## src/rtl/veer_trace_collector.sv

```systemverilog
`default_nettype none
`timescale 1ns/1ps
// ============================================================================
// Module   : veer_trace_collector
// Purpose  : Unpacks 3-slot retirement trace packets into per-instruction
//            records, buffers them in a FIFO and drains one per cycle over a
//            valid/ready stream. Packets that do not fit are dropped whole.
// Revision : 1.0 - initial release
// ============================================================================
module veer_trace_collector #(
  parameter int DEPTH      = 8,
  parameter int DROP_CNT_W = 16
) (
  input  logic                  clk,
  input  logic                  rst_l,
  input  logic [2:0]            trace_rv_i_valid_ip,
  input  logic [95:0]           trace_rv_i_insn_ip,
  input  logic [95:0]           trace_rv_i_address_ip,
  input  logic [2:0]            trace_rv_i_exception_ip,
  input  logic [4:0]            trace_rv_i_ecause_ip,
  input  logic [2:0]            trace_rv_i_interrupt_ip,
  input  logic [31:0]           trace_rv_i_tval_ip,
  input  logic                  trace_flush,
  input  logic                  drop_clr,
  output logic                  rec_valid,
  input  logic                  rec_ready,
  output logic [31:0]           rec_insn,
  output logic [31:0]           rec_addr,
  output logic                  rec_exc,
  output logic                  rec_intr,
  output logic [4:0]            rec_ecause,
  output logic [31:0]           rec_tval,
  output logic                  overflow,
  output logic [DROP_CNT_W-1:0] drop_cnt
);

  localparam int          AW      = $clog2(DEPTH);
  localparam logic [AW:0] DEPTH_C = (AW+1)'(DEPTH);

  typedef struct packed {
    logic [31:0] insn;
    logic [31:0] addr;
    logic        exc;
    logic        intr;
    logic [4:0]  ecause;
    logic [31:0] tval;
  } rec_t;

  rec_t                  mem_q [DEPTH];
  rec_t                  mem_d [DEPTH];
  logic [AW-1:0]         wr_ptr_q, wr_ptr_d;
  logic [AW-1:0]         rd_ptr_q, rd_ptr_d;
  logic [AW:0]           count_q, count_d;
  logic                  overflow_q, overflow_d;
  logic [DROP_CNT_W-1:0] drop_cnt_q, drop_cnt_d;

  logic [1:0]  pkt_n;
  logic [AW:0] free_slots;
  logic        pkt_fits;
  logic        push;
  logic        drop;
  logic        pop;
  rec_t        slot_rec [3];
  logic [1:0]  slot_off [3];
  rec_t        head;

  // Packet sizing and accept/drop/pop decisions, all against start-of-cycle count
  always_comb begin
    pkt_n      = {1'b0, trace_rv_i_valid_ip[0]} + {1'b0, trace_rv_i_valid_ip[1]}
               + {1'b0, trace_rv_i_valid_ip[2]};
    free_slots = DEPTH_C - count_q;
    pkt_fits   = ((AW+1)'(pkt_n) <= free_slots);
    push       = (pkt_n != 2'd0) && pkt_fits && !trace_flush;
    drop       = !pkt_fits && !trace_flush;
    pop        = (count_q != '0) && rec_ready && !trace_flush;
  end

  // Build one record per slot and its compacted offset (valid slots below it)
  always_comb begin
    for (int k = 0; k < 3; k++) begin
      slot_rec[k].insn   = trace_rv_i_insn_ip[32*k +: 32];
      slot_rec[k].addr   = trace_rv_i_address_ip[32*k +: 32];
      slot_rec[k].exc    = trace_rv_i_exception_ip[k];
      slot_rec[k].intr   = trace_rv_i_interrupt_ip[k];
      slot_rec[k].ecause = (trace_rv_i_exception_ip[k] | trace_rv_i_interrupt_ip[k])
                           ? trace_rv_i_ecause_ip : 5'd0;
      slot_rec[k].tval   = (trace_rv_i_exception_ip[k] | trace_rv_i_interrupt_ip[k])
                           ? trace_rv_i_tval_ip : 32'd0;
    end
    slot_off[0] = 2'd0;
    slot_off[1] = {1'b0, trace_rv_i_valid_ip[0]};
    slot_off[2] = {1'b0, trace_rv_i_valid_ip[0]} + {1'b0, trace_rv_i_valid_ip[1]};
  end

  // Next-state for FIFO storage, pointers and count; flush overrides everything
  always_comb begin
    mem_d    = mem_q;
    wr_ptr_d = wr_ptr_q;
    rd_ptr_d = rd_ptr_q;
    count_d  = count_q;
    if (trace_flush) begin
      wr_ptr_d = '0;
      rd_ptr_d = '0;
      count_d  = '0;
    end else begin
      if (push) begin
        for (int k = 0; k < 3; k++) begin
          if (trace_rv_i_valid_ip[k]) begin
            mem_d[wr_ptr_q + AW'(slot_off[k])] = slot_rec[k];
          end
        end
        wr_ptr_d = wr_ptr_q + AW'(pkt_n);
      end
      if (pop) begin
        rd_ptr_d = rd_ptr_q + 1'b1;
      end
      count_d = count_q + (push ? (AW+1)'(pkt_n) : '0) - (pop ? (AW+1)'(1) : '0);
    end
  end

  // Drop accounting: clear takes effect first so a same-cycle drop counts as one
  always_comb begin
    overflow_d = overflow_q;
    drop_cnt_d = drop_cnt_q;
    if (drop_clr) begin
      overflow_d = drop;
      drop_cnt_d = drop ? DROP_CNT_W'(1) : '0;
    end else if (drop) begin
      overflow_d = 1'b1;
      drop_cnt_d = (&drop_cnt_q) ? drop_cnt_q : drop_cnt_q + 1'b1;
    end
  end

  // State registers
  always_ff @(posedge clk or negedge rst_l) begin
    if (!rst_l) begin
      for (int i = 0; i < DEPTH; i++) begin
        mem_q[i] <= '0;
      end
      wr_ptr_q   <= '0;
      rd_ptr_q   <= '0;
      count_q    <= '0;
      overflow_q <= 1'b0;
      drop_cnt_q <= '0;
    end else begin
      mem_q      <= mem_d;
      wr_ptr_q   <= wr_ptr_d;
      rd_ptr_q   <= rd_ptr_d;
      count_q    <= count_d;
      overflow_q <= overflow_d;
      drop_cnt_q <= drop_cnt_d;
    end
  end

  // Head-of-queue record, forced to zero while the FIFO is empty
  always_comb begin
    rec_valid  = (count_q != '0);
    head       = mem_q[rd_ptr_q];
    rec_insn   = rec_valid ? head.insn   : 32'd0;
    rec_addr   = rec_valid ? head.addr   : 32'd0;
    rec_exc    = rec_valid ? head.exc    : 1'b0;
    rec_intr   = rec_valid ? head.intr   : 1'b0;
    rec_ecause = rec_valid ? head.ecause : 5'd0;
    rec_tval   = rec_valid ? head.tval   : 32'd0;
    overflow   = overflow_q;
    drop_cnt   = drop_cnt_q;
  end

endmodule
`default_nettype wire

```

## config.mk

```make
export PLATFORM = sky130hd
export DESIGN_NAME = veer_trace_collector
export DESIGN_NICKNAME = d
export VERILOG_FILES = /design/src/rtl/veer_trace_collector.sv
export SDC_FILE = /design/constraint.sdc
export NUM_CORES = 2
export LEC_CHECK = 0
export CAP_MARGIN = 40
export CORE_AREA = 4 4 311 313
export CTS_CLUSTER_SIZE = 10
export DETAILED_ROUTE_END_ITERATION = 8
export DIE_AREA = 0 0 315 317
export PLACE_DENSITY = 0.85
export SLEW_MARGIN = 20
export SYNTH_ARGS = -nofsm -noshare
export SYNTH_HDL_FRONTEND = slang
export SYNTH_SLANG_ARGS = --single-unit
```

## constraint.sdc

```tcl
create_clock -name clk -period 3.75 [get_ports clk]
set_input_delay 0.9375 -clock clk [delete_from_list [all_inputs] [get_ports clk]]
set_output_delay 0.9375 -clock clk [all_outputs]
set_load 0.05 [all_outputs]
```

# Yosys cells after proc, flatten, opt, wreduce, memory -nomap -nowiden
# Cells that the tools add are included.
# W data, S select, Z words.
[totals] register_bits=851 input_bits=243 word_cells=142 out_inout_bits=121
[classes] reduce_logical=18 order_cmp=8 add_sub_neg=10 eq_ne=1 muxes=44 bitwise=8
[op_table] operator="$mux W824" count=7
[op_table] operator="$bwmux W824" count=3
[op_table] operator="$demux W103 S3" count=3
[op_table] operator="$mux W103" count=5
[op_table] operator="$bmux W103 S3" count=1
[op_table] operator="$mux W32" count=6
[op_table] operator="$mux W16" count=3
[op_table] operator="$mux W5" count=4
[op_table] operator="$add A16 B1 Y16 const B" count=1
[op_table] operator="$ge A4 B4 Y1 const B" count=4
[op_table] operator="$not A3 Y4" count=4
[op_table] operator="$reduce_and A16 Y1" count=1
[op_table] operator="$lt A4 B1 Y1 const B" count=3
[op_table] operator="$mux W3" count=4
[op_table] operator="$logic_and A1 B1 Y1" count=8
[op_table] operator="$reduce_bool A2 Y1" count=4
[op_table] operator="$add A3 B2 Y3" count=2
[op_table] operator="$mux W1" count=6
[op_table] operator="$add A4 B2 Y4" count=1
[op_table] operator="$le A2 B4 Y1" count=1
[op_table] operator="$mux W4" count=1
[op_table] operator="$reduce_and A2 Y1" count=2
[op_table] operator="$reduce_bool A4 Y1" count=1
[op_table] operator="$sub A4 B1 Y4" count=1
[op_table] operator="other kinds (10)" count=13

# Longest topological paths before layout
[depth] word_depth=15 ltp_mapped=16 mapped_depth_nobuf=15

# Worst setup path after synthesis
# OpenSTA, ideal clock, no wires.
[synth_timing] path_type="input -> register" from="input trace_rv_i_valid_ip[0]" to="register count_q[2]" setup_ns=0.132 path_slack_ns=-0.336 required_ns=3.618 n_path_buf=1 arrival_ns=3.954 stages=14 cell_sequence="clkbuf_1 -> inv_1 -> fa_1 -> ha_1 -> and2_1 -> a211oi_1 -> a21boi_1 -> nand2_1 -> ha_1 -> inv_1 -> ha_1 -> fa_1 -> xnor2_1 -> nor2_1"
[synth_between] elab_chain_cells=9 word_cells_on_any_way=10 classes_between="4 x add/sub; 1 x order compare; 2 x mux; 3 x reduce/logical"
[synth_lines] item="start: declaration" line="16" text="input logic [2:0] trace_rv_i_valid_ip,"
[synth_lines] item="$add A1 B1 Y2 *" line="69" text="pkt_n = {1'b0, trace_rv_i_valid_ip[0]} + {1'b0, trace_rv_i_valid_ip[1]}"
[synth_lines] item="$add A2 B1 Y2 *" line="70" text="+ {1'b0, trace_rv_i_valid_ip[2]};"
[synth_lines] item="$le A2 B4 Y1 or $reduce_bool A2 Y1 (tied branches)" line="72, 73"
[synth_lines] item="$logic_and A1 B1 Y1 (2 in a row)" line="73" text="push = (pkt_n != 2'd0) && pkt_fits && !trace_flush;"
[synth_lines] item="$mux W2 *" line="117" text="count_d = count_q + (push ? (AW+1)'(pkt_n) : '0) - (pop ? (AW+1)'(1) : '0);"
[synth_lines] item="$add A4 B2 Y4 *" line="117"
[synth_lines] item="$sub A4 B1 Y4 *" line="117"
[synth_lines] item="$mux W4 *" line="101" text="if (trace_flush) begin"
[synth_lines] item="net count_d[2]" line="53" text="logic [AW:0] count_q, count_d;"
[synth_lines] item="end signal: assignment" line="149" text="count_q <= count_d;"
[synth_lines] item="end: declaration" line="53"
# The timed path passes the listed nets; every way through them passes the cells marked *.
# A chain may end at the register's enable or synchronous reset.

# Worst setup path in the final report
[layout_timing] from="register rd_ptr_q[0]" to="output rec_insn[10]"
[layout_between] elab_chain_cells=5
[layout_lines] item="start: declaration" line="52" text="logic [AW-1:0] rd_ptr_q, rd_ptr_d;"
[layout_lines] item="start signal: assignment" line="148" text="rd_ptr_q <= rd_ptr_d;"
[layout_lines] item="$not A3 Y4 (not written as such)" line="158" text="head = mem_q[rd_ptr_q];"
[layout_lines] item="$bmux W103 S3" line="158"
[layout_lines] item="$mux W103 (not written as such) (2 in a row)" line="158"
[layout_lines] item="$mux W32" line="159" text="rec_insn = rec_valid ? head.insn : 32'd0;"
[layout_lines] item="end: declaration" line="27" text="output logic [31:0] rec_insn,"
# Every way passes these cells. The select of a mux whose other input is x is not followed.

==> run_results.csv <==
group,metric,value,unit
finish,drive_gt1_frac,0.152,
timing,skew,0.0414,ns
synthesis,synth_warnings,0,
finish,synthToLayoutAreaGrowth,18.9,%
outcome,status,"complete, but fails checks",
detailed_routing,drtIter0Drc,7845,
global_routing,grt_pass1_vias,49000,
timing,period_share,1.00,
synthesis,synth_cell_types,59,
placed_design,gp_congestion,0.910,
global_routing,antenna_found_initial,40,
synthesis,synth_nets,5481,
synthesis,synth-seq-cells,851,
placed_design,portBuffers,363,
finish,nFillCells,6967,
critical_path,reg2reg_depth,10,
critical_path,cpPeakStageDelay,0.54,ns
synthesis,synth_edf_count,0,
synthesis,seq_area_frac_synth,0.414,
critical_path,slowest_stage,"mux4_2",
synthesis,synth-main-ff-cell,"dfrtp_1",
synthesis,synth_xor_area_frac,0.00236,
critical_path,start_kind,"register",
floorplan,core-area,0.0943,sq mm
timing,timing.final.ws_setup,-0.00598,ns
timing,tns,-0.00598,ns
floorplan,io_pins,364,
floorplan,num_rows,113,
detailed_routing,ant_nets,0,
global_routing,grt.overflow.total,0,
global_routing,grt_use_met1,0.478,
synthesis,synthSimpleGateAreaFrac,0.0751,
timing,rsz0062_at_grt,"yes",
critical_path,cp-end-kind,"output port",
detailed_routing,vias,48900,
clock_network,holdBufCountCts,0,
critical_path,reg2reg_slack,0.62,ns
pwr,power,56.2,mW
synthesis,synth_compound_area_frac,0.305,
finish,final_nets,5577,
pwr,p_leak,24.4,nW
global_routing,grt_start_max_net_pins,115,
global_routing,grtUsageMet3,0.120,
synthesis,netlist_instances,5218,
floorplan,start_util,0.546,
floorplan,dieArea,0.0999,sq mm
timing,drv_slew,0,
synthesis,postSynthAreaPerCell,9.86,sq um
timing,finalSetupViolCount,1,
synthesis,syn_area,0.0515,sq mm
critical_path,critPathKind,"reg2out",
clock_network,clockRootBuffer,"clkbuf_16",
floorplan,die_width,315,um
clock_network,clk_pin_slew,0.06,ns
detailed_routing,via_per_inst,7.37,
floorplan,die_h,317,um
synthesis,synth_fa_ha_area_frac,0.00544,
synthesis,synthMuxAreaShare,0.137,
timing,slew_headroom,0.479,
clock_network,numCtsBuffers,98,
critical_path,r2r_start,"wr_ptr_q[0]",
global_routing,grt_usage,0.376,
timing,hold_violations,0,
critical_path,arrival,2.82,ns
worst_hold_path,hold_class,"in2async",
detailed_routing,totalWireLength,193000,um
critical_path,crit_required,2.81,ns
critical_path,r2r-end,"mem_q[68]",
pwr,power.density,919,mW/mm^2
clock_network,clk_latency,0.71,ns
timing,min_period,3.76,ns
clock_network,clock_path_buffers,3,
detailed_routing,drt_pass1_iterations,9,
synthesis,synth-async-reset-ratio,1.00,
critical_path,crit_fanout,22,
finish,final_util,0.649,
detailed_routing,wl_per_cell,29.1,um
timing,fmax,266,MHz
clock_network,cts_tree,"built",
clock_network,cts.sinks,851,
critical_path,crit_chain,"buf_12 > buf_16 > mux4_2 > mux2i_1 > nor2_1 > buf_4",
synthesis,synth_top_family_by_area,"compound AO/OA/AOI/OAI gates",
global_routing,top_usage_layer,"met2",
timing,max_slew.worst_pin.slew,0.782,ns
outcome,violations,"DRC, setup timing",
placed_design,hpwl,115000,um
pwr,vdd_drop_max,0.955,mV
global_routing,met2_usage,0.565,
clock_network,h-tree-depth,3,
detailed_routing,drc_errors,3,
global_routing,grt_pass1_wl,291000,um
flow_run,cap_violations,0,
-- flip-flops by register name, indices dropped and copies added (netlist names) --
| signal | flops |
|---|---|
| wr_ptr_q | 3 |
| rd_ptr_q | 3 |
| overflow | 1 |
| count_q | 4 |
| mem_q | 824 |
| drop_cnt | 16 |
-- how the worst max path moves through the flow --
stage	startpoint	endpoint	slack [ns]	cells past startpoint
3_5_place_dp	trace_rv_i_valid_ip[1]	mem_q[643]	-0.51	13
4_1_cts	rd_ptr_q[0]	rec_addr[7]	-0.001	7
6_report	rd_ptr_q[0]	rec_insn[10]	-0.006	6
2_1_floorplan	trace_rv_i_valid_ip[0]	count_q[2]	0.01	14
3_3_place_gp	trace_rv_i_valid_ip[1]	count_q[3]	-0.47	15
5_1_grt	count_q[0]	rec_addr[7]	-0.05	7
-- repair_timing --
item,4_1_cts,5_1_grt
buffers inserted,5,7
gates cloned,2,1
gates resized for setup,14,24
setup endpoints to repair,96,46
-- critical path, delay by kind of cell (launching register included) --
| kind | cells | cell delay (ns) |
|---|---|---|
| buffers and inverters | 3 | 0.62 |
| DFF | 1 | 0.43 |
| muxes | 2 | 0.92 |
| and+or+nand+nor | 1 | 0.12 |
-- per-stage QoR --
| stage | setup slack [ns] | cells | hold WS (ns) | instance area [sq um] |
|---|---|---|---|---|
| 2_1_floorplan | 0.0139 | 5218 | 0.455 | 51500 |
| 3_3_place_gp | -0.470 | 6464 | 0.467 | 58000 |
| 3_5_place_dp | -0.514 | 6464 | 0.476 | 58000 |
| 4_1_cts | -0.00140 | 6601 | 0.262 | 60900 |
| 5_1_grt | -0.0495 | 6627 | 0.288 | 61200 |
| 6_report | -0.00598 | 6636 | 0.247 | 61200 |
-- per-layer routing --
metal,wire length (um),part of all wire
met2,84300,0.44
met4,13000,0.067
met3,28200,0.15
met5,259,0.0013
met1,67600,0.35
-- cells by family after synthesis --
family / Yosys count
muxes: 448
and+or+nand+nor: 920
buffers and inverters: 777
adders and majority gates: 20
AOI/OAI and AO/OA: 2189
xor gates and xnor gates: 13
DFF: 851
-- cell usage in the layout, fill, tap and decap left out, types with 98 or more instances in the layout --
cell type and n:
buf_4 269, clkbuf_16 98, mux4_2 206, a31oi_1 128, clkdlybuf4s50_1 259, mux2i_1 227
a21boi_0 132, dfrtp_1 848, o22a_1 528, buf_12 135, a22o_1 296, a21oi_1 672
a22oi_1 195, o22ai_1 132, nor2_1 659
-- area by class of cell --
class                           count  area [sq um]  area share
Multi-Input combinational cell   3591         27400       0.448
Sequential cell                   851         21300       0.348
Timing Repair Buffer              682          7670       0.125
Clock buffer                      120          2570      0.0421
Tap cell                         1265          1580      0.0259
Inverter                           90           338     0.00552
Clock inverter                     10           215     0.00352
Antenna cell                       27          67.6     0.00110
-- cells in the mapped netlist (all sizes together), types with 4 or more instances --
master / count / area share
o22ai: 132 / 0.016
a21o: 4 / 0.00058
nand3: 23 / 0.0023
a31oi: 129 / 0.016
xor2: 6 / 0.0012
mux4: 206 / 0.090
o31ai: 7 / 0.0010
clkbuf: 473 / 0.036
or4: 6 / 0.00087
a22oi: 195 / 0.028
a2bb2oi: 66 / 0.011
or3: 7 / 0.00085
a21boi: 133 / 0.019
a311oi: 8 / 0.0041
o21ai: 6 / 0.00058
nor2b: 6 / 0.00073
fa: 4 / 0.0016
ha: 16 / 0.0039
mux2i: 240 / 0.047
buf: 214 / 0.019
nand2b: 69 / 0.0084
nor2: 662 / 0.048
nor3: 10 / 0.00097
inv: 90 / 0.0066
a21oi: 675 / 0.066
o22a: 528 / 0.090
dfrtp: 851 / 0.41
xnor2: 7 / 0.0012
nand4: 7 / 0.00085
nand2: 101 / 0.0074
a22o: 296 / 0.050
-- power breakdown --
group | switching, mW | leakage, nW | internal, mW | total [mW]
combinational | 17.9 | 12.7 | 13.7 | 31.6
clock | 3.91 | 1.35 | 4.87 | 8.78
sequential | 2.44 | 10.3 | 13.4 | 15.8
(Power assumes the default switching activity.)
